### config.mk
export PLATFORM = sky130hd
export DESIGN_NAME = byte_serializer
export DESIGN_NICKNAME = d
export VERILOG_FILES = /design/src/rtl/byte_serializer.sv
export SDC_FILE = /design/constraint.sdc
export NUM_CORES = 1
export LEC_CHECK = 0
export CAP_MARGIN = 5
export CELL_PAD_IN_SITES_DETAIL_PLACEMENT = 2
export CELL_PAD_IN_SITES_GLOBAL_PLACEMENT = 2
export CORE_MARGIN = 2
export CORE_UTILIZATION = 32
export CTS_CLUSTER_DIAMETER = 120
export CTS_CLUSTER_SIZE = 8
export DETAILED_ROUTE_END_ITERATION = 7
export PLACE_DENSITY_LB_ADDON = 0.1
export REMOVE_ABC_BUFFERS = 1
export SYNTH_ARGS = -nofsm -noshare
export SYNTH_HDL_FRONTEND = slang
export SYNTH_SLANG_ARGS = --single-unit
### constraint.sdc
create_clock -name clock -period 2 [get_ports clock]
set_input_delay 0.4 -clock clock [delete_from_list [all_inputs] [get_ports clock]]
set_output_delay 0.4 -clock clock [all_outputs]
set_load 0.1 [all_outputs]
### src/rtl/byte_serializer.sv
// byte_serializer: takes one parallel word over valid/ready, waits for the downstream
// deserializer to report ready, then shifts the word out LSB-first on a data/strobe pair.
module byte_serializer #(
    parameter int DATA_WIDTH   = 8,
    parameter int WRITE_CYCLES = 10,
    parameter int GAP_CYCLES   = 10,
    parameter int START_DELAY  = 10
) (
    input  logic                  clock,
    input  logic                  reset,
    input  logic [DATA_WIDTH-1:0] data_in,
    input  logic                  valid_in,
    output logic                  ready_out,
    input  logic                  status_in,
    output logic                  serial_out,
    output logic                  write_out,
    output logic                  busy_out
);
    // state       | meaning
    // S_IDLE      | ready for a new word
    // S_WAIT_STAT | word held, waiting for status_in
    // S_DELAY     | committed, counting START_DELAY
    // S_DRIVE     | strobe high, current bit on serial_out
    // S_GAP       | strobe low, bit held
    typedef enum logic [2:0] {
        S_IDLE      = 3'd0,
        S_WAIT_STAT = 3'd1,
        S_DELAY     = 3'd2,
        S_DRIVE     = 3'd3,
        S_GAP       = 3'd4
    } state_t;

    localparam int MAX_WG  = (WRITE_CYCLES > GAP_CYCLES) ? WRITE_CYCLES : GAP_CYCLES;
    localparam int MAX_CYC = (MAX_WG > START_DELAY) ? MAX_WG : START_DELAY;
    localparam int CNT_W   = (MAX_CYC > 1) ? $clog2(MAX_CYC) : 1;
    localparam int BIT_W   = (DATA_WIDTH > 1) ? $clog2(DATA_WIDTH) : 1;

    // Counters hold N-1 on entry and the state ends on the edge that sees zero.
    localparam logic [CNT_W-1:0] WRITE_LOAD = CNT_W'(WRITE_CYCLES - 1);
    localparam logic [CNT_W-1:0] GAP_LOAD   = CNT_W'(GAP_CYCLES - 1);
    localparam logic [CNT_W-1:0] DELAY_LOAD = CNT_W'((START_DELAY > 0) ? START_DELAY - 1 : 0);
    localparam logic [BIT_W-1:0] LAST_BIT   = BIT_W'(DATA_WIDTH - 1);

    state_t                r_state;
    logic [CNT_W-1:0]      r_cnt;
    logic [BIT_W-1:0]      r_bit;
    logic [DATA_WIDTH-1:0] r_shift;
    logic                  r_serial;
    logic                  r_write;
    logic                  r_busy;
    logic [DATA_WIDTH-1:0] w_next_shift;

    assign w_next_shift = r_shift >> 1;

    always_ff @(posedge clock) begin
        if (!reset) begin
            r_state  <= S_IDLE;
            r_cnt    <= '0;
            r_bit    <= '0;
            r_shift  <= '0;
            r_serial <= 1'b0;
            r_write  <= 1'b0;
            r_busy   <= 1'b0;
        end else begin
            case (r_state)
                S_IDLE: begin
                    if (valid_in) begin
                        r_shift <= data_in;
                        r_bit   <= '0;
                        r_cnt   <= '0;
                        r_busy  <= 1'b1;
                        r_state <= S_WAIT_STAT;
                    end
                end
                S_WAIT_STAT: begin
                    if (status_in) begin
                        if (START_DELAY > 0) begin
                            r_cnt   <= DELAY_LOAD;
                            r_state <= S_DELAY;
                        end else begin
                            r_cnt    <= WRITE_LOAD;
                            r_write  <= 1'b1;
                            r_serial <= r_shift[0];
                            r_state  <= S_DRIVE;
                        end
                    end
                end
                S_DELAY: begin
                    if (r_cnt == '0) begin
                        r_cnt    <= WRITE_LOAD;
                        r_write  <= 1'b1;
                        r_serial <= r_shift[0];
                        r_state  <= S_DRIVE;
                    end else begin
                        r_cnt <= r_cnt - 1'b1;
                    end
                end
                S_DRIVE: begin
                    if (r_cnt == '0) begin
                        r_cnt   <= GAP_LOAD;
                        r_write <= 1'b0;
                        r_state <= S_GAP;
                    end else begin
                        r_cnt <= r_cnt - 1'b1;
                    end
                end
                S_GAP: begin
                    if (r_cnt == '0) begin
                        if (r_bit == LAST_BIT) begin
                            r_cnt   <= '0;
                            r_busy  <= 1'b0;
                            r_state <= S_IDLE;
                        end else begin
                            // serial_out only moves on the edge the strobe rises
                            r_shift  <= w_next_shift;
                            r_serial <= w_next_shift[0];
                            r_bit    <= r_bit + 1'b1;
                            r_cnt    <= WRITE_LOAD;
                            r_write  <= 1'b1;
                            r_state  <= S_DRIVE;
                        end
                    end else begin
                        r_cnt <= r_cnt - 1'b1;
                    end
                end
                default: begin
                    r_state <= S_IDLE;
                    r_busy  <= 1'b0;
                    r_write <= 1'b0;
                end
            endcase
        end
    end

    assign ready_out  = (r_state == S_IDLE);
    assign serial_out = r_serial;
    assign write_out  = r_write;
    assign busy_out   = r_busy;

endmodule

**Word-level counts from Yosys, hierarchy flattened**

Index checks and enable logic that the tools add are counted.

- $add $sub $neg: 2
- Eq/ne operators: 12
- Multiplexer cells: 34
- Bitwise operators: 2
- Reduce and logical (&&, ||, !) cells: 14

Operators by type and width:

| cell | count |
|---|---|
| 3-bit two-way mux | 8 |
| 8-bit two-way mux | 3 |
| 4-bit two-way mux | 5 |
| 4-bit case mux with 4 select lines | 1 |
| 8-bit case mux with 2 select lines | 1 |
| 3-bit case mux with 5 select lines | 1 |
| 2-bit != test, second input constant | 7 |
| 4-bit AND reduction | 3 |
| 1-bit two-way mux | 10 |
| 5-bit AND reduction | 2 |
| 3-bit by 2-bit equality test with 1-bit output, second input constant | 2 |
| 3-bit equality test, second input constant | 2 |
| 3-bit case mux with 2 select lines | 1 |
| 4-bit zero test | 1 |
| 1-bit case mux with 4 select lines | 1 |
| 2-bit nonzero test | 2 |
| 4-bit nonzero test | 1 |
| 2-bit OR reduction | 2 |
| 4-bit by 1-bit subtractor with 4-bit output, second input constant | 1 |
| 3-bit by 1-bit adder with 3-bit output, second input constant | 1 |
| 3-bit by 1-bit equality test with 1-bit output, second input constant | 1 |
| 3-bit zero test | 1 |
| 1-bit case mux with 3 select lines | 1 |
| 3-bit AND reduction | 1 |
| other kinds (4) | 5 |

- Register bits after elaboration: 21
- Input port bits: 12
- Output and inout bits: 4
- Word-level logic and storage cells: 71

**Depth between registers and ports, before layout**

- Depth in word-level cells: 4
- Depth in mapped cells: 7
- Gate-level depth less buffers: 6

**Worst setup path after synthesis**

No wires, ideal clock.

- Path type: register -> register
- From: register r_state[1]
- To: register r_busy (netlist: busy_out)
- Library setup time: 72 ps
- Data arrival time: 3,115 ps
- Setup slack: -1,187 ps
- Cell stages (with the launch flop): 5
- Period minus slack after synthesis: 3,187 ps
- Cell sequence: dfxtp_1 > clkbuf_1 > nor3_1 > a22oi_1 > nor2b_1

- Elaborated cells between the ends (all ways): 12

RTL lines:

| item | RTL line | text |
|---|---|---|
| from (decl) | 44 | `state_t r_state;` |
| from (signal assigned) | 57 | `r_state <= S_IDLE;` |
| from (signal assigned) | 72 | `r_state <= S_WAIT_STAT;` |
| from (signal assigned) | 79 | `r_state <= S_DELAY;` |
| 3-bit zero test * | -- |  |
| via ready_out | 13 | `output logic ready_out,` |
| 2-bit != test (no source line) | -- |  |
| 4-bit AND reduction (no source line) | -- |  |
| to (signal assigned) | 63 | `r_busy <= 1'b0;` |
| to (signal assigned) | 71 | `r_busy <= 1'b1;` |
| to (signal assigned) | 111 | `r_busy <= 1'b0;` |
| to (decl) | 50 | `logic r_busy;` |

Mark *: on every way through the listed nets, which the timed path passes. The rest lies on a longest branch.
A chain may end at the register's enable or synchronous reset.

**Worst setup path after layout**

- From: register r_bit[0]
- To: register r_serial (netlist: serial_out)

- Cells in the longest elaborated chain, start to end: 3

RTL lines:

| item | RTL line | text |
|---|---|---|
| from (decl) | 46 | `logic [BIT_W-1:0] r_bit;` |
| from (signal assigned) | 117 | `r_bit <= r_bit + 1'b1;` |
| 3-bit equality test | 109 | `if (r_bit == LAST_BIT) begin` |
| 2-bit != test (no source line) | -- |  |
| 4-bit AND reduction (no source line) | -- |  |
| to (signal assigned) | 83 | `r_serial <= r_shift[0];` |
| to (signal assigned) | 92 | `r_serial <= r_shift[0];` |
| to (signal assigned) | 116 | `r_serial <= w_next_shift[0];` |
| to (decl) | 48 | `logic r_serial;` |

No other way between the ends.

==> reports/metrics.yaml <==
timing:
  slew-limit-headroom_pct: 72.9
  drv_slew: 0
  worstMarginPinSlew_ns: 0.403
  rsz0062_at_grt: "no"
  skew_ns: 0.00785
  fin_crit_ns: 1.87
  setup_viol: 0
  timing.final.crit_share_pct: 93.3
  layout_setup_ws_ns: 0.134
  whs_ns: 0.474
  max_freq_mhz: 536
  finalHoldViolCount: 0
logic_synthesis:
  synth-main-ff-cell: "dfxtp_1"
  avgSynthCellArea_um2: 8.54
  ys_ff_latch: 21
  yosysSeqAreaShare_pct: 35.1
  async_flop_share_pct: 0
  synth.distinct_cells: 34
  yosysWarningCount: 0
  synthCells: 140
  synth_edf_count: 0
  syn_area_um2: 1200
setup_path:
  crit_family: "compound AO/OA/AOI/OAI gates"
  crit_type: "reg -> reg"
  reg2reg_depth: 6
  crit_path_frequent_cell: "ha_1"
  crit_cells: 6
  required_ns: 2.18
  crit_fanout: 6
  cp-end-kind: "flop"
  max_stage_delay_ns: 0.38
  crit_slowest_cell: "or3b_1"
  arrival_ns: 2.04
  worst-path-buf-inv: 0
  cp-start-kind: "flop"
  crit_path_cell_trace: "ha_1 -> ha_1 -> or3b_1 -> a211oi_2 -> nor2_1 -> a311oi_1"
clock_tree:
  clock_sinks: 21
  htree_levels: 1
  cts_made_buffers: 3
  clock_path_buffers: 2
  insertion_delay_ns: 0.26
  postCtsHoldBufs: 0
  cts_tree: "done"
  root_buffer: "clkbuf_8"
  path_clk_slew_ns: 0.08
floorplan:
  die_h_um: 65.1
  die-area_um2: 4240
  core_area_um2: 3630
  num_rows: 22
  die_width_um: 65.1
  start_util_pct: 32.9
  ioPinCount: 16
final_layout:
  regArea_um2: 420
  num-fill-cells: 428
  layout-drive-gt1-share_pct: 15.0
  final_nets: 177
  syn2layout_area_growth_pct: 25.3
  diodes: 0
  multi_input_area_um2: 722
drt:
  ant_nets: 0
  via_count: 1151
  firstDrtPassIters: 4
  drtIter0Drc: 58
  drt-vias-per-instance: 5.53
  drt-total-wl_um: 3330
  drc: 0
  detail_route.wl_per_cell_um: 16.0
worst_hold_path:
  min_path_type: "reg -> reg"
  hold_depth: 2
grt:
  grt_pass1_vias: 1192
  track_usage_pct: 17.9
  grt_max_degree: 31
  grt_overflow: 0
  grt_pass1_wl_um: 5890
  antenna_found_initial: 0
flow_run:
  drv_cap: 0
pwr:
  leakage_nw: 0.639
  peakVddDrop_v: 0.000509
  powerDensity_nw_per_um2: 1160
placement:
  pre_cts_slack_ns: 0.0534
  portBuffers: 15
  place_congestion: 0.836
  hpwlAfterDp_um: 2510
run_status:
  status: "finished clean"
## stage by stage
step           std cells  utilization (%)  cell area [um2]  setup TNS (ns)  power, mW
4_1_cts              208             41.1             1490               0       1.75
2_1_floorplan        131                -             1150           -2.03       1.15
5_1_grt              208             41.3             1500               0       1.87
3_5_place_dp         204             39.9             1450               0       1.47
6_report             208             41.3             1500               0       1.74
3_3_place_gp         204             39.9             1450               0       1.43
## cell families (layout without fill, tap and decap cells)
logic type                 count (synthesis)  count (layout)  share of synthesized area [%]
and+or+nand+nor                           64              64                           29.3
AOI/OAI and AO/OA                         33              33                           21.4
DFF                                       21              21                           35.1
buffers and inverters                     12              32                           4.92
muxes                                      6               6                           5.02
adders and majority gates                  4               4                           4.18
## worst reg2reg max path, cell delays in order (launching register included)
cell and delay (ns):
dfxtp_1 0.33, ha_1 0.21, ha_1 0.26, or3b_1 0.38
a211oi_2 0.30, nor2_1 0.07, a311oi_1 0.22
## repair_timing
action / 4_1_cts / 5_1_grt
setup endpoints to repair: 0 / 1
buffers inserted: 0 / 0
resized for setup: 0 / 1
## power by group
group          total, mW  internal (mW)  switching, mW
clock network      0.278          0.142          0.136
registers          0.577          0.506         0.0712
logic              0.881          0.343          0.538
total               1.74          0.991          0.745
## state kept, by name, indices dropped and copies added, names as in the netlist
register,count
write_out,1
r_bit,3
r_cnt,4
r_state,3
serial_out,1
r_shift,8
busy_out,1
## cell usage in the layout, fill, tap and decap left out, types with 4 or more instances in the layout
| master | instances |
|---|---|
| nand2b_1 | 4 |
| mux2i_1 | 6 |
| o211a_1 | 7 |
| clkdlybuf4s50_1 | 11 |
| dfxtp_1 | 21 |
| ha_1 | 4 |
| nand4_1 | 8 |
| nand3_1 | 4 |
| a21oi_1 | 6 |
| nor2_1 | 5 |
| o211ai_1 | 5 |
| nand2_1 | 24 |
| buf_4 | 12 |
## final cells by class
class | count | area share, %
sequential | 21 | 28.0
tap | 48 | 4.01
clock buffer | 4 | 3.01
inverter | 3 | 0.751
multi-input combinational | 107 | 48.2
timing repair buffer | 25 | 16.0
## Yosys cell counts (all sizes together), types with 2 or more instances
cell type  instances  area, um2
a21oi              6       30.0
a311oi             2       17.5
buf                3       25.0
clkbuf             6       22.5
dfxtp             21        420
ha                 4       50.1
inv                3       11.3
mux2i              6       60.1
nand2             24       90.1
nand2b             4       25.0
nand3              4       20.0
nand3b             2       15.0
nand4              8       50.1
nand4b             3       26.3
nor2               5       18.8
nor2b              3       18.8
nor3               3       15.0
nor3b              2       15.0
o211a              7       70.1
o211ai             5       37.5
o21a               2       15.0
o21ai              4       31.3
o31ai              3       22.5
or3b               3       28.8
## routing by layer
| layer | routed length (um) | vias to the layer above | GRT usage [%] |
|---|---|---|---|
| met1 | 1590 | 579 | 23.3 |
| met2 | 1620 | 11 | 29.3 |
| met5 | 0 | - | 0 |
| met4 | 63 | 0 | 5.73 |
| li1 | - | 555 | - |
| met3 | 65 | 6 | 4.28 |
## path summary, 6_finish.rpt
check	end	from	slack (ns)
worst max register to register	serial_out	r_bit[0]	0.13
worst max-delay path	serial_out	r_bit[0]	0.13
worst min register to register	r_bit[2]	r_bit[2]	0.47
worst min-delay path	r_bit[2]	r_bit[2]	0.47
Note: power is estimated with default switching activity, not from simulation.
